**config.mk**
```make
export PLATFORM = sky130hd
export DESIGN_NAME = truth_table_extractor
export DESIGN_NICKNAME = d
export VERILOG_FILES = /design/src/rtl/truth_table_extractor.sv
export SDC_FILE = /design/constraint.sdc
export NUM_CORES = 1
export LEC_CHECK = 0
export ABC_AREA = 1
export CAP_MARGIN = 25
export CORE_MARGIN = 4
export CORE_UTILIZATION = 60
export CTS_BUF_LIST = sky130_fd_sc_hd__clkbuf_2
export DETAILED_ROUTE_END_ITERATION = 10
export DONT_BUFFER_PORTS = 1
export HOLD_SLACK_MARGIN = 0.06
export PLACE_DENSITY = 0.85
export SLEW_MARGIN = 5
export SYNTH_ARGS = -nofsm -noshare
export SYNTH_HDL_FRONTEND = slang
export SYNTH_SLANG_ARGS = --single-unit
```
**constraint.sdc**
```tcl
create_clock -name clk -period 2.8 [get_ports clk]
set_input_delay 0.28 -clock clk [delete_from_list [all_inputs] [get_ports clk]]
set_output_delay 0.28 -clock clk [all_outputs]
set_load 0.02 [all_outputs]
```
**src/rtl/truth_table_extractor.sv**
```systemverilog
// truth_table_extractor: sweeps every input combination into a combinational
// DUT, holds each one SETTLE cycles, samples the DUT output and assembles the
// observed truth table, then flags whether it equals the expected table.
//
// Ports:
//   clk          rising-edge clock
//   rst          synchronous active-high reset
//   start        sweep request, honoured only while idle
//   expected     expected table (bit k = output for combination k), latched at start
//   dut_in       combination currently driven to the DUT (bit 0 = in1)
//   dut_out      DUT output, sampled once per combination
//   busy         high while combinations are being driven
//   done         one-cycle pulse after the final sample
//   truth_table  observed table, bit k = dut_out sampled for combination k
//   match        truth_table == latched expected, valid from done until next start
module truth_table_extractor #(
    parameter int N_IN   = 2,
    parameter int SETTLE = 3
) (
    input  logic                   clk,
    input  logic                   rst,
    input  logic                   start,
    input  logic [(1<<N_IN)-1:0]   expected,
    output logic [N_IN-1:0]        dut_in,
    input  logic                   dut_out,
    output logic                   busy,
    output logic                   done,
    output logic [(1<<N_IN)-1:0]   truth_table,
    output logic                   match
);

    localparam int TT_W  = 1 << N_IN;
    localparam int IDX_W = N_IN + 1;

    // Terminal values for the settle counter and the combination index.
    localparam logic [3:0]       CNT_LAST = 4'(SETTLE - 1);
    localparam logic [IDX_W-1:0] IDX_LAST = IDX_W'(TT_W - 1);

    typedef enum logic [1:0] {
        S_IDLE,
        S_DRIVE,
        S_DONE
    } state_t;

    state_t             state_q;
    logic [IDX_W-1:0]   idx_q;
    logic [3:0]         cnt_q;
    logic [TT_W-1:0]    exp_q;
    logic [TT_W-1:0]    tt_q;
    logic               busy_q;
    logic               done_q;
    logic               match_q;

    logic               sample;
    logic               last;
    logic [TT_W-1:0]    tt_d;

    // A sample edge closes the settle window of the current combination.
    assign sample = (cnt_q == CNT_LAST);
    assign last   = (idx_q == IDX_LAST);

    // Table as it will look once the current combination is sampled; the
    // match flag is computed from this so it is valid in the done cycle.
    always_comb begin
        tt_d = tt_q;
        tt_d[idx_q[N_IN-1:0]] = dut_out;
    end

    always_ff @(posedge clk) begin
        if (rst) begin
            state_q <= S_IDLE;
            idx_q   <= '0;
            cnt_q   <= '0;
            exp_q   <= '0;
            tt_q    <= '0;
            busy_q  <= 1'b0;
            done_q  <= 1'b0;
            match_q <= 1'b0;
        end else begin
            unique case (state_q)
                S_IDLE: begin
                    done_q <= 1'b0;
                    if (start) begin
                        state_q <= S_DRIVE;
                        idx_q   <= '0;
                        cnt_q   <= '0;
                        tt_q    <= '0;
                        match_q <= 1'b0;
                        exp_q   <= expected;
                        busy_q  <= 1'b1;
                    end
                end
                S_DRIVE: begin
                    if (sample) begin
                        tt_q  <= tt_d;
                        cnt_q <= '0;
                        if (last) begin
                            state_q <= S_DONE;
                            busy_q  <= 1'b0;
                            done_q  <= 1'b1;
                            match_q <= (tt_d == exp_q);
                            // Park the index so dut_in returns to 0.
                            idx_q   <= '0;
                        end else begin
                            idx_q <= idx_q + IDX_W'(1);
                        end
                    end else begin
                        cnt_q <= cnt_q + 4'd1;
                    end
                end
                S_DONE: begin
                    done_q  <= 1'b0;
                    state_q <= S_IDLE;
                end
                default: begin
                    state_q <= S_IDLE;
                    busy_q  <= 1'b0;
                    done_q  <= 1'b0;
                end
            endcase
        end
    end

    assign dut_in      = idx_q[N_IN-1:0];
    assign busy        = busy_q;
    assign done        = done_q;
    assign truth_table = tt_q;
    assign match       = match_q;

endmodule
```
==> impl_metrics.tcl <==
set metrics [dict create \
    outcome "completed" \
    hp-class "in2reg" \
    antenna_cells 0 \
    nFillCells 139 \
    vias 933 \
    fmax_mhz 670 \
    reg2reg_from "idx_q[0]" \
    path_cells "inv_1 > ha_1 > inv_1 > nand2_1 > nand2_1 > nand2_1 > nand2_1 > nand2_1 > o21ai_1" \
    yosys.area.top_type_share_pct 38.2 \
    vias_per_cell 5.59 \
    regArea_sq_um 400 \
    slew_headroom_pct 70.8 \
    place.gp.congestion 0.820 \
    yosys_warnings 0 \
    root_buffer "clkbuf_2" \
    max-vdd-ir-drop_mv 0.388 \
    worstPathArrival_ps 1770 \
    areaGrowthSynthToFinish_pct 2.03 \
    setup_violations 0 \
    multi_input_area_sq_um 531 \
    worstSetupPathType "reg2reg" \
    initial_core_util_pct 66.5 \
    layout-drive-gt1-share_pct 7.95 \
    placementRows 14 \
    grt_pass1_vias 865 \
    syn_inst 151 \
    synth-seq-cells 20 \
    hold_viol 0 \
    coreArea_sq_um 1580 \
    synthDistinctLibCells 19 \
    period_needed_ps 1490 \
    p_total_uw 517 \
    clkLatencyLatePin_ps 320 \
    fin_skew_ps 14.1 \
    cp_data_required_time_ps 3070 \
    antenna_left 0 \
    dp_hpwl_microns 1680 \
    crit_start "idx_q[0]" \
    cts_made_buffers 3 \
    synth_top_area_cell "dfxtp_1" \
    p_per_area_nw_per_um2 483 \
    cp_max_fo 6 \
    synthTopCellsByArea "dfxtp_1 (38%), nand2_1 (14%), inv_1 (8.6%)" \
    route.detailed.drc 0 \
    rsz0062_at_grt "no" \
    cts_tree "done" \
    yosysSeqAreaShare_pct 38.2 \
    cpMostUsedCell "nand2_1" \
    die_w_microns 49.8 \
    post_cts_buffers 0 \
    ctsResizeCount 0 \
    fin_setup_tns_ps 0 \
    netlist_area_sq_um 1050 \
    slew_viol_final 0 \
    clock-sinks 20 \
    wire_per_inst_microns 13.3 \
    drv_cap 0 \
    critical-path-max-stage-delay_ps 600 \
    final_nets 168 \
    grt_pass1_wl_microns 3730 \
    hold_depth 3 \
    drt-pass1-iter-count 4 \
    drt_iter0_drc 22 \
    clock_path_buffers 2 \
    wirelength_microns 2220 \
    ios 17 \
    grt_max_degree 12 \
    synth_fp_nets 166 \
    critPathCaptureType "flip-flop" \
    fin_crit_sh_pct 53.3 \
    leakage_uw 0.000488 \
    dieArea_sq_um 2480 \
    die_h_microns 49.8 \
    min_from "rst" \
    numPortBuffers 0 \
    start_kind "flip-flop" \
    gr-total-overflow 0 \
    clk_pin_slew_ps 180 \
    syn_avg_cell_area_sq_um 6.94 \
    antenna_found_initial 0 \
    cp_slowest_cell "dfxtp_1" \
    cts_max_level 1 \
    worst_slew_pin_slew_ps 437 \
    r2r_cells 9 \
    grt_usage_pct 20.0 \
]
-- placed cells by master (no fill, tap or decap), drive strengths merged --
cell and instances:
clkbuf 3, dlygate4sd3 1, nand3 14, dfxtp 20, or2 1, nand2 45, a31oi 1, inv 25
ha 7, o21ai 8, a21oi 15, xor2 2, nor2 9
-- worst paths after layout --
kind | endpoint | slack, ps
worst max-delay path | match | 1310
worst min-delay path | idx_q[2] | 140
worst max register to register | match | 1310
worst min register to register | exp_q[2] | 480
-- cells in the mapped netlist (all sizes together) --
| library cell | number |
|---|---|
| a21oi | 15 |
| a31oi | 1 |
| buf | 3 |
| clkbuf | 1 |
| dfxtp | 20 |
| ha | 7 |
| inv | 25 |
| nand2 | 45 |
| nand3 | 14 |
| nor2 | 9 |
| o21ai | 8 |
| or2 | 1 |
| xor2 | 2 |
-- cell type report --
class	count	share of cell area, %
Clock buffer	3	1.40
Inverter	25	8.77
Multi-Input combinational cell	102	49.6
Sequential cell	20	37.4
Tap cell	16	1.87
Timing Repair Buffer	1	0.936
-- repair_timing --
item / 4_1_cts / 5_1_grt
hold buffers: 1 / 0
hold endpoints to repair: 10 / 0
setup endpoints to repair: 0 / 0
-- flip-flops by register name, summed over array words and instances (netlist names) --
register     flops
done             1
match            1
state_q          2
truth_table      4
busy             1
exp_q            4
cnt_q            4
idx_q            3
-- per-stage QoR --
stage	std cells	hold WS (ps)	utilization (%)	worst slack (ps)	cell area, sq um
global route	167	112	67.9	1190	1070
CTS	167	120	67.9	1320	1070
detailed placement	163	353	66.3	1370	1040
floorplan	151	440	-	1620	1050
finish	167	139	67.9	1310	1070
global placement	163	352	66.3	1380	1040
-- kinds of logic after synthesis --
kind of cell    share of synthesized area [%]
simple gates                             29.0
buf+inv                                  11.2
compound gates                           11.6
flops                                    38.2
fa+ha+maj                                8.35
xor+xnor                                 1.67
-- power breakdown --
group,internal (uW),leakage (uW),switching (uW)
clock,29.2,0.0000125,83.4
sequential,298,0.000163,17.9
combinational,29.4,0.000313,58.3
total,357,0.000488,160
-- worst max-delay path: cells and delay by family, from the launching register on --
family | cells | cell delay, ps
flops | 1 | 600
simple gates | 5 | 330
compound gates | 1 | 120
buf+inv | 2 | 170
fa+ha+maj | 1 | 230
-- layer usage --
layer	global-route usage [%]	wire length, microns	vias to the layer above	share of wire (%)
met5	0	0	-	0
li1	-	-	470	-
met3	6.93	291	6	13
met2	32.8	1030	42	46
met4	5.53	27	0	1.2
met1	24.6	869	415	39
(Power assumes the default switching activity.)
